<file path="src/rtl/lc3_wb_pkg.sv">
// lc3_wb_pkg: shared constants and types for the LC3 writeback stage.
//   DATA_W/ADDR_W/NUM_REGS  datapath width, register index width, register count
//   wb_sel_t                writeback source select encoding
//   PSR_N/PSR_Z/PSR_P       bit positions of the condition codes in psr
//   lc3_word_t              one datapath word
package lc3_wb_pkg;
  localparam int DATA_W   = 16;
  localparam int NUM_REGS = 8;
  localparam int ADDR_W   = 3;

  typedef enum logic [1:0] {
    WB_ALU = 2'd0,
    WB_PC  = 2'd1,
    WB_NPC = 2'd2,
    WB_MEM = 2'd3
  } wb_sel_t;

  localparam int PSR_N = 2;
  localparam int PSR_Z = 1;
  localparam int PSR_P = 0;

  typedef logic [DATA_W-1:0] lc3_word_t;
endpackage

</file>
<file path="src/rtl/lc3_regfile.sv">
// lc3_regfile: NUM_REGS x DATA_W architectural register file.
//   clock, reset      rising-edge clock, async active-low reset
//   we_i/waddr_i/wdata_i   single write port
//   raddr1_i/raddr2_i -> rdata1_o/rdata2_o   two combinational read ports
// Build option: LC3_WB_FWD_EN makes a read port that addresses the register
// being written this cycle return the write data instead of the stored value.
module lc3_regfile #(
  parameter int DATA_W   = lc3_wb_pkg::DATA_W,
  parameter int NUM_REGS = lc3_wb_pkg::NUM_REGS,
  parameter int ADDR_W   = lc3_wb_pkg::ADDR_W
) (
  input  logic              clock,
  input  logic              reset,
  input  logic              we_i,
  input  logic [ADDR_W-1:0] waddr_i,
  input  logic [DATA_W-1:0] wdata_i,
  input  logic [ADDR_W-1:0] raddr1_i,
  input  logic [ADDR_W-1:0] raddr2_i,
  output logic [DATA_W-1:0] rdata1_o,
  output logic [DATA_W-1:0] rdata2_o
);

  logic [NUM_REGS-1:0][DATA_W-1:0] regs_q;

  // One flop bank per register; each decodes its own write enable.
  for (genvar g = 0; g < NUM_REGS; g++) begin : g_reg
    always_ff @(posedge clock or negedge reset) begin
      if (!reset)                                    regs_q[g] <= '0;
      else if (we_i && (waddr_i == ADDR_W'(g)))      regs_q[g] <= wdata_i;
    end
  end

`ifdef LC3_WB_FWD_EN
  always_comb begin
    rdata1_o = regs_q[raddr1_i];
    rdata2_o = regs_q[raddr2_i];
    if (we_i && (raddr1_i == waddr_i)) rdata1_o = wdata_i;
    if (we_i && (raddr2_i == waddr_i)) rdata2_o = wdata_i;
  end
`else
  // Read-before-write: a same-cycle write becomes visible one cycle later.
  always_comb begin
    rdata1_o = regs_q[raddr1_i];
    rdata2_o = regs_q[raddr2_i];
  end
`endif

endmodule

</file>
<file path="src/rtl/lc3_writeback.sv">
// lc3_writeback: LC3 writeback stage with architectural register file.
//   clock, reset         rising-edge clock, async active-low reset
//   enable_writeback     write strobe
//   aluout_in, memout, pcout_in, npc   candidate writeback values
//   W_control            source select (0 alu, 1 pc, 2 npc, 3 mem)
//   sr1, sr2, dr         source / destination register indices
//   d1, d2               registered R[sr1], R[sr2] (1-cycle latency)
//   psr                  condition codes {N,Z,P}
// Build option: LC3_WB_FWD_EN (same-cycle write forwarding to d1/d2,
// implemented inside lc3_regfile).
module lc3_writeback #(
  parameter int DATA_W   = lc3_wb_pkg::DATA_W,
  parameter int NUM_REGS = lc3_wb_pkg::NUM_REGS,
  parameter int ADDR_W   = lc3_wb_pkg::ADDR_W
) (
  input  logic              clock,
  input  logic              reset,
  input  logic              enable_writeback,
  input  logic [DATA_W-1:0] aluout_in,
  input  logic [DATA_W-1:0] memout,
  input  logic [DATA_W-1:0] pcout_in,
  input  logic [DATA_W-1:0] npc,
  input  logic [1:0]        W_control,
  input  logic [ADDR_W-1:0] sr1,
  input  logic [ADDR_W-1:0] sr2,
  input  logic [ADDR_W-1:0] dr,
  output logic [DATA_W-1:0] d1,
  output logic [DATA_W-1:0] d2,
  output logic [2:0]        psr
);
  import lc3_wb_pkg::*;

  logic [DATA_W-1:0] dr_in;
  logic [DATA_W-1:0] rd1, rd2;
  logic [DATA_W-1:0] d1_q, d2_q;
  logic [2:0]        psr_q, psr_d;

  // Source mux
  always_comb begin
    dr_in = aluout_in;
    case (wb_sel_t'(W_control))
      WB_ALU: dr_in = aluout_in;
      WB_PC:  dr_in = pcout_in;
      WB_NPC: dr_in = npc;
      WB_MEM: dr_in = memout;
    endcase
  end

  // Condition codes from the value being written; one-hot once written.
  always_comb begin
    psr_d = psr_q;
    if (enable_writeback) begin
      psr_d = '0;
      if (dr_in[DATA_W-1])   psr_d[PSR_N] = 1'b1;
      else if (dr_in == '0)  psr_d[PSR_Z] = 1'b1;
      else                   psr_d[PSR_P] = 1'b1;
    end
  end

  lc3_regfile #(
    .DATA_W   (DATA_W),
    .NUM_REGS (NUM_REGS),
    .ADDR_W   (ADDR_W)
  ) u_rf (
    .clock    (clock),
    .reset    (reset),
    .we_i     (enable_writeback),
    .waddr_i  (dr),
    .wdata_i  (dr_in),
    .raddr1_i (sr1),
    .raddr2_i (sr2),
    .rdata1_o (rd1),
    .rdata2_o (rd2)
  );

  // Operands are sampled every cycle regardless of the write strobe.
  always_ff @(posedge clock or negedge reset) begin
    if (!reset) begin
      d1_q  <= '0;
      d2_q  <= '0;
      psr_q <= '0;
    end else begin
      d1_q  <= rd1;
      d2_q  <= rd2;
      psr_q <= psr_d;
    end
  end

  assign d1  = d1_q;
  assign d2  = d2_q;
  assign psr = psr_q;

endmodule

</file>
<file path="config.mk">
export PLATFORM = sky130hd
export DESIGN_NAME = lc3_writeback
export DESIGN_NICKNAME = d
export VERILOG_FILES = /design/src/rtl/lc3_wb_pkg.sv /design/src/rtl/lc3_regfile.sv /design/src/rtl/lc3_writeback.sv
export SDC_FILE = /design/constraint.sdc
export NUM_CORES = 1
export LEC_CHECK = 0
export ABC_AREA = 1
export CORE_MARGIN = 4
export CORE_UTILIZATION = 59
export DETAILED_ROUTE_END_ITERATION = 12
export GPL_TIMING_DRIVEN = 0
export PLACE_DENSITY_LB_ADDON = 0.08
export SLEW_MARGIN = 20
export SYNTH_ARGS = -nofsm -noshare
export SYNTH_HDL_FRONTEND = slang
export SYNTH_SLANG_ARGS = --single-unit
export TNS_END_PERCENT = 30
</file>
<file path="constraint.sdc">
create_clock -name clock -period 2.6 [get_ports clock]
set_input_delay 0.26 -clock clock [delete_from_list [all_inputs] [get_ports clock]]
set_output_delay 0.26 -clock clock [all_outputs]
set_load 0.005 [all_outputs]
</file>
==> key figures, run 1 <==
Clock tree
  – Total CTS buffers: 17
  – CTS tree: yes
  – Htree depth: 4
  – CTS max path bufs: 2
  – Clock Latency Late Sink: 0.44 ns
  – Root Buffer: clkbuf_16
  – Post-CTS setup repair buffer count: 0
  – Clk slew on worst S/H paths: 0.06 ns
  – Clock Sinks: 163

Worst setup path
  – Crit Path Category: in -> reg
  – Max stage delay cell, worst path: clkdlybuf4s50_1
  – FF-to-FF setup slack: 1.32 ns
  – Endpoint class of the critical path: register
  – Crit path launch type: input port
  – Slowest stage delay, CP: 0.57 ns
  – CP max FO: 10
  – Critical path arrival: 2.34 ns
  – WP data required: 2.92 ns
  – Most used cell, CP: o21ai_0
  – Cells along the critical path: clkdlybuf4s50_1 > buf_2 > clkbuf_1 > o21ai_0 > o21ai_0 > nor2_1 > a31oi_1

Yosys
  – Synthesized area: 8120 µm²
  – Flops & latches, synth: between 150 and 200
  – Post-synthesis adder-cell area fraction: 0
  – Synth cell types: 17
  – Yosys warnings: 0
  – Synth Area in XOR/XNOR: 0
  – Simple-gate share of the synthesized area: 0.171
  – Largest family of logic cells by synthesized area: compound AO/OA/AOI/OAI gates
  – Seq/Total Area, Yosys: 0.502
  – Syn Area/Cell: 7.75 µm²
  – Post-synthesis mux area share: 0
  – Synth Net Count: approximately 1.1k
  – Syn Inst Count: 1048
  – Synth Area in Compound Gates: 0.251

Finish
  – Most common cell after layout, fill and taps aside: o21ai_0
  – Fin nets: 1257
  – Fillers: roughly 1.0k
  – Layout cells sized above 1: 0.0378
  – Area growth, synth to finish: 24.2%
  – Diode count: 0
  – Final core occ: 0.756
  – Most frequent cells in the layout: o21ai_0 (248), nand2_1 (206), dfrtp_1 (163), clkdlybuf4s50_1 (109), nor2_1 (84)

Routing
  – Starting DRT DRC Count: roughly 1.3k
  – DR DRC count: 0
  – Vias: between 8k and 9k
  – Post-DRT Antenna Nets: 0
  – DR pass1 iterations: 9
  – Vias/cell: 6.35
  – WL per Instance: 20.2 µm
  – Total wire length: 27.6 mm

Pwr
  – Logic pwr share: 0.208
  – Psw: 0.00224 W
  – Peak supply drop: 0.000663 V
  – Cell Int Power: 0.00524 W
  – Pwr Density: 741 nW/µm²
  – Clock power frac: 0.347
  – Switching Share: 0.300
  – Reg power frac: 0.445
  – Cell leakage power: between 4 and 5 nW
  – Tot Pwr: 0.00747 W

Run
  – Max-cap violation count: 0

Placement
  – Number of port buffers: 110
  – Routability congestion estimate: 0.990
  – Detail Placement HPWL: 19.5 mm

Timing
  – Endpoints failing setup: 0
  – Post-route minimum period: 2.02 ns
  – Slew Viols, Final: 0
  – Normalized max-slew margin: 0.518
  – Unrepaired setup endpoints after global routing: false
  – Worst-case hold slack: 0.429 ns
  – Worst Skew: 0.00915 ns
  – Slew @ Worst Pin: 0.723 ns
  – Final Hold Violating Endpoints: 0
  – Fmax: 496 MHz
  – Period Utilization, post-route: 0.775

Global routing
  – Total GRT Usage: 0.355
  – Initial antenna violation count: 0
  – Largest net degree at the start of global routing: 97
  – GR Overflow Total: 0
  – Global-route wire length before repair: 43.9 mm
  – Vias in the first global route: between 8k and 9k

Hold path
  – Worst min-delay path category: in -> async

Floorplanning
  – # rows: 42
  – Die height: 125 µm
  – DIE WIDTH: 125 µm
  – Die area: 15700 µm²
  – IO Pins: 113
  – Initial Utilization: 0.608
  – Core area: 13300 µm²

Outcome
  – Status: finished clean
-- sequential cells by signal (all words and copies together) (netlist names) --
name and flops:
u_rf.regs_q 128, psr 3, d2 16, d1 16
-- synth_stat cells, drive strengths merged --
library cell    n  area, µm²
a21oi          64        320
nand4          16        100
nand2         206        773
inv            76        285
buf            23        115
o211ai         32        240
clkbuf         56        210
a31oi          32        200
o21ai         256       1280
dfrtp         163       4080
nand3          40        200
nor2           84        315
-- area by class of cell --
cell class / instances / area, µm² / share of cell area
Timing Repair Buffer: 112 / 1140 / 0.113
Multi-Input combinational cell: 730 / 3430 / 0.340
Sequential cell: 163 / 4080 / 0.404
Tap cell: 176 / 220 / 0.0218
Clock buffer: 22 / 474 / 0.0470
Buffer: 79 / 325 / 0.0323
Clock inverter: 8 / 126 / 0.0125
Inverter: 76 / 285 / 0.0283
-- power by group through the flow --
| stage | Sequential, W | Clock, W | Combinational [W] |
|---|---|---|---|
| finish | 0.00333 | 0.00260 | 0.00155 |
| global route | 0.00337 | 0.00268 | 0.00173 |
| CTS | 0.00331 | 0.00258 | 0.00153 |
| detailed placement | 0.00334 | 0 | 0.00151 |
| global placement | 0.00333 | 0 | 0.00145 |
| floorplan | 0.00328 | 0 | 0.000853 |
-- through the flow --
stage               area (µm²)  setup WS (ns)  cells  TNS (ns)
finish                   10100          0.584   1366         0
global route             10100          0.543   1366         0
CTS                      10100          0.722   1366         0
detailed placement        9470          0.298   1335         0
global placement          9440          -5.10   1334   -829.61
floorplan                 8120           1.33   1048         0
-- critical path, delay by kind of cell --
| kind | cells | cell delay [ns] |
|---|---|---|
| buffers and inverters | 3 | 1.34 |
| AOI/OAI and AO/OA | 3 | 0.68 |
| and+or+nand+nor | 1 | 0.05 |
-- routing by layer --
layer  vias to the layer above  track usage  share of wire
li1                       3820            -              -
met1                      4057        0.470           0.38
met2                       641        0.549           0.46
met3                       156       0.0925           0.11
met4                         0        0.169          0.051
met5                         -            0              0
-- kinds of logic (layout without fill, tap and decap cells) --
| group | after synthesis | in the layout |
|---|---|---|
| AND/OR/NAND/NOR | 346 | 346 |
| buffers and inverters | 155 | 297 |
| AO/OA/AOI/OAI | 384 | 384 |
| flip-flops | 163 | 163 |
-- path summary, 6_finish.rpt --
kind / cells after the start / to / from
worst min register to register: 2 / u_rf.regs_q[58]$_DFFE_PN0P_ / u_rf.regs_q[58]$_DFFE_PN0P_
max in group asynchronous: 3 / u_rf.regs_q[2]$_DFFE_PN0P_ / reset
worst max-delay path: 7 / d2[11]$_DFF_PN0_ / sr2[0]
worst max register to register: 6 / d2[11]$_DFF_PN0_ / u_rf.regs_q[91]$_DFFE_PN0P_
worst min-delay path: 2 / u_rf.regs_q[88]$_DFFE_PN0P_ / reset
min in group clock: 3 / psr[1]$_DFFE_PN0P_ / enable_writeback
-- repair_timing --
| item | in CTS | in global routing |
|---|---|---|
| hold endpoints to repair | 95 | 0 |
| endpoints found under the setup margin | 0 | 0 |
| hold buffers | 1 | 0 |
| gates resized for setup | 0 | 0 |
Note: power is estimated with default switching activity, not from simulation.
==> run 2, diff against run 1 <==
--- a/config.mk
+++ b/config.mk
@@ -7,7 +7,7 @@
 export LEC_CHECK = 0
 export ABC_AREA = 1
 export CORE_MARGIN = 4
-export CORE_UTILIZATION = 59
+export CORE_UTILIZATION = 50
 export DETAILED_ROUTE_END_ITERATION = 12
 export GPL_TIMING_DRIVEN = 0
 export PLACE_DENSITY_LB_ADDON = 0.08
==> constraint.sdc (replaced) <==
create_clock -name clock -period 1.8 [get_ports clock]
set_input_delay 0.18 -clock clock [delete_from_list [all_inputs] [get_ports clock]]
set_output_delay 0.18 -clock clock [all_outputs]
set_load 0.005 [all_outputs]
==> key figures, run 2 (same netlist as run 1, synthesis figures left out) <==
Outcome
  – Status: finished clean

Floorplanning
  – Core area: 15900 µm² (+19%)
  – Die area: 18300 µm² (+17%)
  – DIE WIDTH: 135 µm (+8.1%)
  – Die height: 135 µm (+8.1%)
  – IO Pins: 113 (unchanged)
  – Initial Utilization: 0.511 (-0.0972)
  – # rows: 46 (+9.5%)

Placement
  – Number of port buffers: 110 (unchanged)
  – Detail Placement HPWL: 19.5 mm (about the same)
  – Routability congestion estimate: 0.939 (-5.1%)

Timing
  – Fmax: between 500 and 600 MHz
  – Unrepaired setup endpoints after global routing: true
  – Worst Skew: 0.00885 ns (-0.000301 ns)
  – Period Utilization, post-route: 0.986
  – Slew @ Worst Pin: 0.728 ns (+0.00547 ns)
  – Post-route minimum period: 1.77 ns
  – Final Hold Violating Endpoints: 0 (unchanged)
  – Worst-case hold slack: 0.292 ns (-0.137 ns)
  – Normalized max-slew margin: 0.515 (-0.00365)
  – Slew Viols, Final: 0 (unchanged)
  – Endpoints failing setup: 0 (unchanged)

Finish
  – Max reg flops: 128 (unchanged)
  – FF+latch area: 4080 µm² (unchanged)
  – Most frequent cells in the layout: o21ai_0 (248), nand2_1 (206), dfrtp_1 (163), clkdlybuf4s50_1 (109), nor2_1 (83)
  – Multi-input logic area: 3430 µm² (about the same)
  – Final core occ: 0.642 (-0.113)
  – Layout cells sized above 1: 0.0461 (+0.00833)
  – Fillers: 1394 (+37%)
  – Largest Register: u_rf.regs_q
  – Most common cell after layout, fill and taps aside: o21ai_0
  – Area growth, synth to finish: 25.6%
  – Fin nets: 1257 (unchanged)
  – Diode count: 0 (unchanged)

Clock tree
  – Total CTS buffers: 17 (unchanged)
  – Clock Sinks: 163 (unchanged)
  – CTS tree: yes
  – CTS max path bufs: 2 (unchanged)
  – Clock Latency Late Sink: 0.44 ns (about the same)
  – Root Buffer: clkbuf_16
  – Post-CTS setup repair buffer count: 0 (unchanged)
  – Htree depth: 4 (unchanged)
  – Clk slew on worst S/H paths: 0.07 ns (about the same)

Worst setup path
  – Critical path arrival: 2.01 ns (-0.33 ns)
  – Crit path launch type: input port
  – CP max FO: 10 (unchanged)
  – Endpoint class of the critical path: register
  – WP data required: 2.04 ns (-0.88 ns)
  – Crit Path Category: in -> reg

Global routing
  – Vias in the first global route: 8058 (-5.7%)
  – Global-route wire length before repair: 43.0 mm (-2.2%)
  – Largest net degree at the start of global routing: 88 (-9.3%)
  – Initial antenna violation count: 0 (unchanged)
  – Total GRT Usage: 0.307 (-0.0478)
  – GR Overflow Total: 0 (unchanged)

Pwr
  – Pwr Density: 1080 nW/µm² (+46%)
  – Cell leakage power: 4.47 nW (+1.0%)
  – Tot Pwr: 0.0111 W (+48%)
  – Peak supply drop: 0.000793 V (+20%)

Run
  – Max-cap violation count: 0 (unchanged)

Routing
  – Post-DRT Antenna Nets: 0 (unchanged)
  – Starting DRT DRC Count: 1071 (-20%)
  – Total wire length: 27.6 mm (-0.18%)
  – WL per Instance: 19.6 µm (-3.2%)
  – DR pass1 iterations: 7 (-2)
  – DR DRC count: 0 (unchanged)
  – Vias/cell: 5.96 (-6.1%)
  – Vias: 8394 (-3.2%)

Hold path
  – Worst min-delay path category: in -> async
[run 2: cell count changes in the layout (fill, tap and decap cells not counted), moves of 2 or more]
cell	delta
clkbuf_2	+5
clkbuf_1	-5
buf_1	-2
clkinv_2	+2
bufinv_16	+2
[run 2: critical path, stage by stage]
cell             delay [ns]
clkdlybuf4s50_1        0.53
buf_2                  0.27
buf_1                  0.58
a21oi_1                0.15
o21ai_0                0.11
a31oi_1                0.18
[run 2: worst paths after layout]
kind	cells past startpoint	to	slack (ns)	startpoint
max reg2reg	6	d1[9]$_DFF_PN0_	0.55	u_rf.regs_q[89]$_DFFE_PN0P_
min reg2reg	2	u_rf.regs_q[57]$_DFFE_PN0P_	0.49	u_rf.regs_q[57]$_DFFE_PN0P_
min	2	u_rf.regs_q[72]$_DFFE_PN0P_	0.29	reset
max	6	d1[11]$_DFF_PN0_	0.03	sr1[0]
max in group asynchronous	3	d2[3]$_DFF_PN0_	0.69	reset
min in group clock	3	psr[1]$_DFFE_PN0P_	0.37	enable_writeback
[run 2: area by class of cell]
| cell class | instances | area share |
|---|---|---|
| clock inverters | 13 | 0.0201 |
| repair buffers | 112 | 0.112 |
| clock buffers | 19 | 0.0444 |
| plain buffers | 79 | 0.0325 |
| well taps | 216 | 0.0265 |
| multi-input cells | 730 | 0.337 |
| flip-flops and latches | 163 | 0.400 |
| inverters | 76 | 0.0280 |
[run 2: metrics by stage]
step           instances  setup slack (ns)   TNS, ns  area [µm²]
2_1_floorplan       1048             0.606         0        8120
3_3_place_gp        1374             -6.05  -1014.53        9490
4_1_cts             1408            0.0466         0       10200
3_5_place_dp        1375            -0.401    -32.67        9520
5_1_grt             1408           -0.0130   -0.0146       10200
6_report            1408            0.0251         0       10200
[run 2: report_power, final]
part | internal (W) | switching [W] | leakage, nW
combinational | 0.000926 | 0.00130 | 2.10
clock | 0.00253 | 0.00152 | 0.315
sequential | 0.00436 | 0.000426 | 2.05
total | 0.00782 | 0.00325 | 4.47
[run 2: what timing repair did]
item,in CTS,in global routing
endpoints found under the hold margin,76,0
setup endpoints to repair,0,22
hold buffers,1,0
gates resized for setup,0,9
[run 2: layer usage]
layer	GRT usage	part of all wire	wire length, µm	vias up
li1	-	-	-	3812
met1	0.412	0.41	11200	4019
met2	0.474	0.46	12700	476
met3	0.0817	0.098	2700	87
met4	0.124	0.036	997	0
met5	0.00833	0	0	-
==> run 3, diff against run 2 <==
--- a/config.mk
+++ b/config.mk
@@ -6,8 +6,10 @@
 export NUM_CORES = 1
 export LEC_CHECK = 0
 export ABC_AREA = 1
+export CELL_PAD_IN_SITES_DETAIL_PLACEMENT = 1
+export CELL_PAD_IN_SITES_GLOBAL_PLACEMENT = 1
 export CORE_MARGIN = 4
-export CORE_UTILIZATION = 50
+export CORE_UTILIZATION = 37
 export DETAILED_ROUTE_END_ITERATION = 12
 export GPL_TIMING_DRIVEN = 0
 export PLACE_DENSITY_LB_ADDON = 0.08
==> key figures, run 3 (same netlist as run 1, synthesis figures left out) <==
Worst setup path
  – Worst r2r src: u_rf.regs_q[84]$_DFFE_PN0P_
  – Critical path arrival: 1.99 ns (-0.02 ns)
  – RR Endpoint: d1[4]$_DFF_PN0_
  – CP max FO: 10 (unchanged)
  – WP data required: 2.05 ns (about the same)
  – Crit path launch type: input port
  – FF-to-FF setup slack: 0.50 ns (-0.05 ns)
  – Crit path from: sr1[0]
  – Crit Path Category: in -> reg
  – Worst setup endpoint: d1[12]$_DFF_PN0_
  – Worst reg2reg path depth: 6 (unchanged)
  – Endpoint class of the critical path: register

Floorplanning
  – Initial Utilization: 0.381 (-0.130)
  – IO Pins: 113 (unchanged)
  – DIE WIDTH: 156 µm (+15%)
  – Die area: 24400 µm² (+33%)
  – Core area: 21300 µm² (+34%)
  – Die height: 156 µm (+15%)
  – # rows: 53 (+15%)

Routing
  – Post-DRT Antenna Nets: 0 (unchanged)
  – Vias: 8267 (-1.5%)
  – WL per Instance: 21.7 µm (+11%)
  – Starting DRT DRC Count: 547 (-49%)
  – Total wire length: 31.8 mm (+15%)
  – Vias/cell: 5.64 (-5.3%)
  – DR pass1 iterations: 5 (-2)
  – DR DRC count: 0 (unchanged)

Clock tree
  – Clock Sinks: 163 (unchanged)
  – Total CTS buffers: 17 (unchanged)
  – CTS max path bufs: 2 (unchanged)
  – Clock Latency Late Sink: 0.45 ns (about the same)
  – Post-CTS setup repair buffer count: 0 (unchanged)
  – CTS tree: yes
  – Root Buffer: clkbuf_16
  – Htree depth: 4 (unchanged)
  – Clk slew on worst S/H paths: 0.08 ns (about the same)

Placement
  – Number of port buffers: 110 (unchanged)
  – Routability congestion estimate: 0.841 (-10%)
  – Placed instance count: 1434 (+4.3%)
  – Pre-CTS setup slack: -0.538 ns (-0.137 ns)
  – Post-DP Area: 9600 µm² (+0.78%)
  – Detail Placement HPWL: 23.5 mm (+20%)

Timing
  – Post-route minimum period: 1.74 ns (-0.0303 ns)
  – Slew Viols, Final: 0 (unchanged)
  – Post-Route Setup TNS: 0 ns (unchanged)
  – Normalized max-slew margin: 0.520 (+0.00537)
  – Final Hold Violating Endpoints: 0 (unchanged)
  – Period Utilization, post-route: 0.969 (-0.0168)
  – Worst-case hold slack: 0.329 ns (+0.0375 ns)
  – Final worst slack: 0.0554 ns (+0.0303 ns)
  – Slew @ Worst Pin: 0.720 ns (-0.00805 ns)
  – Endpoints failing setup: 0 (unchanged)
  – Fmax: 573 MHz (+1.7%)
  – Worst Skew: 0.0137 ns (+0.00481 ns)

Finish
  – Fillers: 2612 (+87%)
  – Area growth, synth to finish: 25.3%
  – FF+latch area: 4080 µm² (unchanged)
  – Most common cell after layout, fill and taps aside: o21ai_0
  – Fin nets: 1255 (-0.16%)
  – Diode count: 0 (unchanged)
  – Post-route cell area: 10200 µm² (-0.29%)
  – Most frequent cells in the layout: o21ai_0 (248), nand2_1 (206), dfrtp_1 (163), clkdlybuf4s50_1 (109), nor2_1 (82)
  – Largest Register: u_rf.regs_q
  – Layout cells sized above 1: 0.0513 (+0.00512)
  – Max reg flops: 128 (unchanged)
  – Multi-input logic area: 3440 µm² (about the same)
  – Non-filler cells, final: 1465 (+4.0%)

Pwr
  – Peak supply drop: 0.000584 V (-26%)
  – Cell leakage power: 4.43 nW (-0.91%)
  – Pwr Density: 1040 nW/µm² (-4.1%)

Run
  – Max-cap violation count: 0 (unchanged)

Global routing
  – Total GRT Usage: 0.265 (-0.0414)
  – GR Overflow Total: 0 (unchanged)
  – Largest net degree at the start of global routing: 86 (-2.3%)
  – Vias in the first global route: 8785 (+9.0%)
  – Global-route wire length before repair: 49.9 mm (+16%)
  – Initial antenna violation count: 0 (unchanged)

Hold path
  – Worst min-delay path category: in -> async

Outcome
  – Status: finished clean
## run 3: changes by cell type in the layout (fill, tap and decap cells not counted), moves of 2 or more
cell,previous run,this run
clkbuf_2,5,11
bufinv_16,5,0
clkbuf_1,53,48
buf_1,7,5
buf_2,11,9
clkinv_4,1,3
inv_6,1,3
## run 3: metal layers
metal | part of all wire | vias up | track usage | routed length, µm
met1 | 0.46 | 4206 | 0.367 | 14500
met4 | 0.017 | 0 | 0.0669 | 546
met5 | 0 | - | 0 | 0
met2 | 0.48 | 207 | 0.438 | 15300
li1 | - | 3811 | - | -
met3 | 0.045 | 43 | 0.0430 | 1420
## run 3: area by class of cell
class                           instances  area share
Inverter                               76      0.0280
Clock inverter                         13      0.0102
Sequential cell                       163       0.401
Tap cell                              275      0.0338
Timing Repair Buffer                  112       0.112
Buffer                                 77      0.0331
Clock buffer                           19      0.0435
Multi-Input combinational cell        730       0.338
## run 3: critical path: stages
cell             delay [ns]
clkdlybuf4s50_1        0.54
buf_2                  0.29
buf_1                  0.53
a21oi_1                0.16
o21ai_0                0.11
a31oi_1                0.17
## run 3: what timing repair did
item,in CTS,in global routing
pin swaps,0,2
endpoints found under the setup margin,4,68
resized for setup,2,19
gates cloned,0,0
endpoints found under the hold margin,84,0
hold buffers,1,0
## run 3: worst min-delay path by stage
stage	startpoint	endpoint	slack (ns)	depth (start not counted)
4_1_cts	reset	u_rf.regs_q[89]$_DFFE_PN0P_	0.36	2
6_report	reset	u_rf.regs_q[87]$_DFFE_PN0P_	0.33	2
3_3_place_gp	u_rf.regs_q[86]$_DFFE_PN0P_	u_rf.regs_q[86]$_DFFE_PN0P_	0.47	2
2_1_floorplan	reset	d1[0]$_DFF_PN0_	-0.12	0
3_5_place_dp	reset	u_rf.regs_q[88]$_DFFE_PN0P_	0.24	1
5_1_grt	reset	u_rf.regs_q[87]$_DFFE_PN0P_	0.38	2
## run 3: report_power, final
part / internal (W) / switching (W) / total [W]
combinational: 0.000929 / 0.00135 / 0.00228
clock: 0.00182 / 0.00168 / 0.00351
sequential: 0.00436 / 0.000439 / 0.00480
total: 0.00711 / 0.00347 / 0.0106
## run 3: stage by stage
stage | utilization | total power, W
floorplan | - | 0.00598
global placement | 0.449 | 0.00700
detailed placement | 0.451 | 0.00712
CTS | 0.477 | 0.0106
global route | 0.478 | 0.0112
finish | 0.478 | 0.0106
